`src/rtl/rv32_pkg.sv`:
```
// Shared RV32 front-end definitions: NOP encoding, default queue depth and entry layout.
// Used by the IF/ID FIFO and by the ID/EX queue flush logic.
package rv32_pkg;

   localparam int unsigned IQ_DEPTH = 4;

   // ADDI x0,x0,0
   localparam logic [31:0] NOP_INSN = 32'h0000_0013;

   typedef struct packed {
      logic [31:0] code;
      logic [31:0] pc;
   } iq_entry_t;

endpackage

```
`src/rtl/rv32_iq_storage.sv`:
```
// Circular instruction buffer: one write port, one asynchronous read port, wrapping pointers.
// Entry contents are never reset; only the pointers are.
module rv32_iq_storage
   import rv32_pkg::*;
#(
   parameter int unsigned DEPTH = IQ_DEPTH
) (
   input  logic        clk,
   input  logic        rst_n,
   input  logic        wr_en,
   input  logic        rd_en,
   input  logic        clear,
   input  logic [31:0] wr_code,
   input  logic [31:0] wr_pc,
   output logic [31:0] rd_code,
   output logic [31:0] rd_pc
);

   localparam int unsigned PW = $clog2(DEPTH);

   iq_entry_t     mem [DEPTH];
   logic [PW-1:0] wr_ptr;
   logic [PW-1:0] rd_ptr;

   // DEPTH is a power of two, so natural PW-bit overflow wraps DEPTH-1 back to 0.
   always_ff @(posedge clk or negedge rst_n) begin
      if (!rst_n) begin
         wr_ptr <= '0;
         rd_ptr <= '0;
      end else if (clear) begin
         wr_ptr <= '0;
         rd_ptr <= '0;
      end else begin
         if (wr_en) wr_ptr <= wr_ptr + PW'(1);
         if (rd_en) rd_ptr <= rd_ptr + PW'(1);
      end
   end

   always_ff @(posedge clk) begin
      if (wr_en) mem[wr_ptr] <= '{code: wr_code, pc: wr_pc};
   end

   assign rd_code = mem[rd_ptr].code;
   assign rd_pc   = mem[rd_ptr].pc;

endmodule

```
`src/rtl/rv32_if_id_fifo.sv`:
```
// IF/ID instruction FIFO: first-word-fall-through, flushable, with occupancy count.
// Handshake, occupancy and flush live here; storage and pointers are in rv32_iq_storage.
module rv32_if_id_fifo
   import rv32_pkg::*;
#(
   parameter int unsigned DEPTH = IQ_DEPTH
) (
   input  logic                     clk,
   input  logic                     rst_n,
   input  logic                     fetch_valid,
   input  logic [31:0]              code_in,
   input  logic [31:0]              pc_in,
   output logic                     fetch_ready,
   input  logic                     flush,
   input  logic                     busy,
   output logic [31:0]              code_out,
   output logic [31:0]              pc_out,
   output logic                     valid_out,
   output logic [$clog2(DEPTH):0]   count
);

   localparam int unsigned CW = $clog2(DEPTH) + 1;

   logic [CW-1:0] count_q;
   logic [CW-1:0] count_d;
   logic          full;
   logic          push;
   logic          pop;
   logic [31:0]   head_code;
   logic [31:0]   head_pc;

   assign full        = (count_q == CW'(DEPTH));
   assign valid_out   = (count_q != '0);
   // A full FIFO refuses pushes even when a pop frees a slot in the same cycle.
   assign fetch_ready = !full && !flush;
   assign push        = fetch_valid && fetch_ready;
   assign pop         = valid_out && !busy && !flush;

   always_comb begin
      count_d = count_q;
      if (flush) begin
         count_d = '0;
      end else if (push && !pop) begin
         count_d = count_q + CW'(1);
      end else if (pop && !push) begin
         count_d = count_q - CW'(1);
      end
   end

   always_ff @(posedge clk or negedge rst_n) begin
      if (!rst_n) count_q <= '0;
      else        count_q <= count_d;
   end

   rv32_iq_storage #(
      .DEPTH (DEPTH)
   ) u_storage (
      .clk     (clk),
      .rst_n   (rst_n),
      .wr_en   (push),
      .rd_en   (pop),
      .clear   (flush),
      .wr_code (code_in),
      .wr_pc   (pc_in),
      .rd_code (head_code),
      .rd_pc   (head_pc)
   );

   // Empty FIFO presents a harmless NOP so decode never sees stale storage.
   assign code_out = valid_out ? head_code : NOP_INSN;
   assign pc_out   = valid_out ? head_pc   : 32'h0;
   assign count    = count_q;

endmodule
```
`config.mk`:
```
export PLATFORM = sky130hd
export DESIGN_NAME = rv32_if_id_fifo
export DESIGN_NICKNAME = d
export VERILOG_FILES = /design/src/rtl/rv32_pkg.sv /design/src/rtl/rv32_iq_storage.sv /design/src/rtl/rv32_if_id_fifo.sv
export SDC_FILE = /design/constraint.sdc
export NUM_CORES = 1
export LEC_CHECK = 0
export ABC_AREA = 1
export BUFFER_PORTS_ARGS = -buffer_cell sky130_fd_sc_hd__buf_2
export CORE_MARGIN = 2
export CORE_UTILIZATION = 57
export DETAILED_ROUTE_END_ITERATION = 10
export PLACE_DENSITY = 0.79
export SLEW_MARGIN = 20
export SYNTH_ARGS = -nofsm -noshare
export SYNTH_HDL_FRONTEND = slang
export SYNTH_SLANG_ARGS = --single-unit
```
`constraint.sdc`:
```
create_clock -name clk -period 4.8 [get_ports clk]
set_input_delay 1.2 -clock clk [delete_from_list [all_inputs] [get_ports clk]]
set_output_delay 1.2 -clock clk [all_outputs]
set_load 0.05 [all_outputs]
```
# Word-level counts from Yosys, hierarchy flattened
# Memory sizes are Yosys's and may differ from the RTL's.
# Index checks and enable logic that the tools add are counted.
# classes
addsub	4
n_mul	0
div_mod_pow	0
magnitude_cmp	0
n_eq_ne	1
n_shift	0
mux	11
bitwise_logic	0
n_reduce_logical	15
# op_table
op	count
$mux W32	2
$mux W3	3
$mux W2	4
$logic_and A1 B1 Y1	6
$reduce_bool A3 Y1	2
$logic_not A1 Y1	5
$add A2 B1 Y2 const B	2
$reduce_bool A2 Y1	2
$add A3 B1 Y3 const B	1
$eq A3 B3 Y1 const B	1
$sub A3 B1 Y3 const B	1
$mux W1	2
# word_totals
register_bits	7
latchBits	0
ram_bits	256
mem_bits_ro	0
input_bits	69
out_inout_bits	69
word_cells	35
n_memories	1
# memory_table
name	depth	word_bits	rd	rd_ports_with_merged_regs	write_ports	line_no	text
u_storage.mem	4	64	1	0	1	rv32_iq_storage.sv:21	iq_entry_t mem [DEPTH];

# Logic depth before layout (Yosys ltp)
# depth
depth_word	9
mapped_depth	11
depth_no_buf	11

# By module
# Synthesis repeated with hierarchy kept, for this count alone.
# unflattened
cells_unflattened	1207
hier_area_um2	11872.6
# modules_own_cells
module	n_inst	cells_per_inst	area_each_um2	seq_area_each_um2
rv32_iq_storage	1	1038	11049.3	7787.5
rv32_if_id_fifo	1	169	823.3	75.1

# Worst setup path before layout
# OpenSTA, ideal clock, no wires.
# synth_timing
path_type	input-to-reg
startpoint	input port flush
endpoint	memory u_storage.mem[0][0] in the netlist's numbering, enable pin
setup_time_ns	0.487
arrival_ns	4.198
required_time_ns	4.313
path_slack_ns	0.115
cell_stages	3
path_buffers	0
path_cell_list	inv_1 -> nand3_2 -> nor2_1
# synth_via
elab_chain_len	5
# synth_rtl
item	line_no	text
start, declared	rv32_if_id_fifo.sv:14	input logic flush,
$logic_not A1 Y1	rv32_if_id_fifo.sv:35	assign fetch_ready = !full && !flush;
$logic_and A1 B1 Y1	rv32_if_id_fifo.sv:35	
$logic_and A1 B1 Y1	rv32_if_id_fifo.sv:36	assign push = fetch_valid && fetch_ready;
$mux W1	rv32_iq_storage.sv:40	if (wr_en) mem[wr_ptr] <= '{code: wr_code, pc: wr_pc};
$mux W1 (not written as such)	rv32_iq_storage.sv:40	
end, declared	rv32_iq_storage.sv:21	
# Every way passes these cells.

# Final worst setup path
# layout_timing
startpoint	register u_storage.rd_ptr[1]
endpoint	output port code_out[2]
# layout_via
elab_chain_len	2
# layout_rtl
item	line_no	text
start, declared	rv32_iq_storage.sv:23	logic [PW-1:0] rd_ptr;
start signal, assigned	rv32_iq_storage.sv:35	if (rd_en) rd_ptr <= rd_ptr + PW'(1);
$mem_v2 Z4 W64	--	
$mux W32	rv32_if_id_fifo.sv:70	assign code_out = valid_out ? head_code : NOP_INSN;
end, declared	rv32_if_id_fifo.sv:16	output logic [31:0] code_out,
# Every way passes these cells.

==> results.cfg <==
[sta]
fmax_mhz = 261
worstMarginPinSlew_ns = 0.977
fin_tns_setup_ns = 0
finalMaxSlewViolations = 0
setup_violations = 0
hold_viol = 0
setup_ws_ns = 0.965
relSlewSlack_pct = 34.9
fin_skew_ns = 0.00838
fin_crit_ns = 3.83
period_share_pct = 79.9
rsz0062_at_grt = false

[global_routing]
grt_pass1_vias = 6471
grt_max_degree = 73
grt_pass1_wl_um = 33200
grt-ovfl-total = 0
grt_antenna_before_repair = 6
track_usage_pct = 21.7

[placed_design]
io_buffers = 137
dp_slack_ns = 1.49
gp_congestion = 0.762
hpwl_um = 12000

[die]
core_um2 = 17900
io_pins = 138
row_count = 49
die_h_um = 139
die_area_um2 = 19200
start_util_pct = 57.8
die_w_um = 139

[flow_run]
cap_viol_max_count = 0

[yosys]
synthCells = 816
synthDistinctLibCells = 22
syn_nets = 890
avgSynthCellArea_um2 = 12.7
synth_area_leaders = edfxtp_1 74%, nor2_1 9.6%, o21ai_0 6.1%
synth_top_area_share_pct = 74.3
yosysWarningCount = 0
yosys_register_bits = 263
yosysSeqAreaShare_pct = 76.0
synth_top_cell_by_area = edfxtp_1
syn_area_um2 = 10300

[route]
wl_per_cell_um = 17.9
drt_iter0_markers = 465
num_vias = 6613
routed_wl_um = 21400
vias_per_cell = 5.52
antenna_left = 0
drc_errors = 0
first_pass_iters = 5

[power_and_ir_drop]
swShare_pct = 40.6
p_switching_w = 0.00284
peakVddDrop_mv = 0.445
combPwrFrac_pct = 36.1
internal_power_w = 0.00414
p_seq_share_pct = 39.2
p_clk_share_pct = 24.7
powerDensity_nw_per_um2 = 584
p_leak_nw = 4.33

[worst_setup_path]
crit_path_top_delay_cell = dfrtp_2
crit_start = u_storage.rd_ptr[1]
path_buf_inv = 3
crit_arrival_ns = 2.63
cp_slowest_stage_delay_ns = 0.93
critPathKind = register to output port
r2r-start = count[0]
cp-start-kind = register
crit_chain = inv_2 -> buf_4 -> nor2_1 -> o21ai_0 -> a21oi_1 -> buf_2
cp_data_required_time_ns = 3.60
path_max_fanout = 39
crit_path_end_kind = output port
critPathTopFamily = flip-flops

[min_path]
min_path_type = input port to asynchronous set/reset pin

[cts]
cts_resized = 0
postCtsHoldBufs = 0
cts_buffer_depth = 3
postCtsSetupRepairBufs = 0
clock_sinks = 263
clkTransAtPathRegs_ns = 0.06
cts_tree = done
cts_max_level = 1
root_buffer = clkbuf_16
cts_made_buffers = 25
clock_latency_ns = 0.51

[final_layout]
final_layout_size_suffix_gt1_share_pct = 20.4
nets = 1021
fillers = 1298
area_delta_synth_final_pct = 15.5

[outcome]
outcome = completed
-- metal layers --
layer	global-route usage (%)	up-vias	routed length, um
met5	0	-	0
met4	6.65	0	380
met3	5.15	34	1520
met2	36.9	222	10800
met1	28.2	3202	8760
li1	-	3155	-
-- stage by stage --
step	area (um^2)	power, W	utilization, %	hold WS (ns)	instances
6_report	12000	0.00698	66.8	0.515	1197
2_1_floorplan	10300	0.00471	-	0.580	816
4_1_cts	11900	0.00703	66.7	0.507	1193
5_1_grt	11900	0.00728	66.7	0.515	1195
3_5_place_dp	11200	0.00531	62.8	0.556	1149
3_3_place_gp	11200	0.00528	62.8	0.533	1149
-- path summary, 6_finish.rpt --
kind | to | slack [ns] | cells after the start
min in group clk | count[0] | 0.56 | 1
min | u_storage.wr_ptr[1] | 0.51 | 1
max | code_out[2] | 0.97 | 6
max reg2reg | u_storage.mem[2][4] | 2.60 | 5
max in group asynchronous | u_storage.rd_ptr[0] | 4.10 | 1
min reg2reg | count[0] | 0.56 | 1
-- cell families after synthesis --
kind of cell             Yosys count  share of synthesized area (%)
AO/OA/AOI/OAI                    197                           9.66
buffers and inverters             65                           3.11
flip-flops                       263                           76.0
adder cells (fa/ha/maj)            5                          0.677
XOR/XNOR                           1                         0.0847
AND/OR/NAND/NOR                  285                           10.5
-- Yosys cell counts --
master	count
o21ai_0	127
edfxtp_1	256
a21oi_1	63
fa_1	1
buf_6	2
o21ai_1	3
xnor2_1	1
o21bai_1	1
ha_1	4
buf_1	3
nand3_2	1
nor2_1	264
dfrtp_1	7
nand2_2	2
clkbuf_1	21
inv_2	4
nand2_1	16
inv_1	13
buf_2	8
buf_4	14
nand3_1	2
o311ai_0	3
-- registers in the layout (all words and copies together), names as in the netlist --
name	count
count	3
u_storage.mem	256
u_storage.rd_ptr	2
u_storage.wr_ptr	2
-- placed cells by master (no fill, tap or decap), types with 2 or more instances in the layout --
master	instances
nor2_1	260
edfxtp_1	256
buf_2	137
o21ai_0	127
a21oi_1	63
clkbuf_16	25
nand2_1	16
buf_4	13
inv_1	12
clkinv_1	7
clkinv_2	6
clkbuf_1	6
dfrtp_1	5
diode_2	4
inv_2	4
nor2_4	4
ha_1	4
o21ai_1	3
o311ai_0	3
nand2_2	2
nand3_1	2
buf_12	2
-- area by class of cell --
class	instances	area (um^2)	area share, %
sequential	263	7870	65.8
multi-input combinational	488	2190	18.3
timing repair buffer	152	823	6.89
clock buffer	31	648	5.42
tap	229	287	2.40
inverter	17	65.1	0.544
clock inverter	13	60.1	0.502
antenna	4	10.0	0.0837
-- power groups by stage --
stage / Sequential (W) / Clock, W / Combinational (W)
final: 0.00274 / 0.00173 / 0.00252
after global routing: 0.00275 / 0.00184 / 0.00269
after CTS: 0.00274 / 0.00175 / 0.00254
after detailed placement: 0.00278 / 0 / 0.00253
after global placement: 0.00278 / 0 / 0.00250
after floorplan: 0.00280 / 0 / 0.00191
No activity file was read; power rests on OpenSTA's default activity.
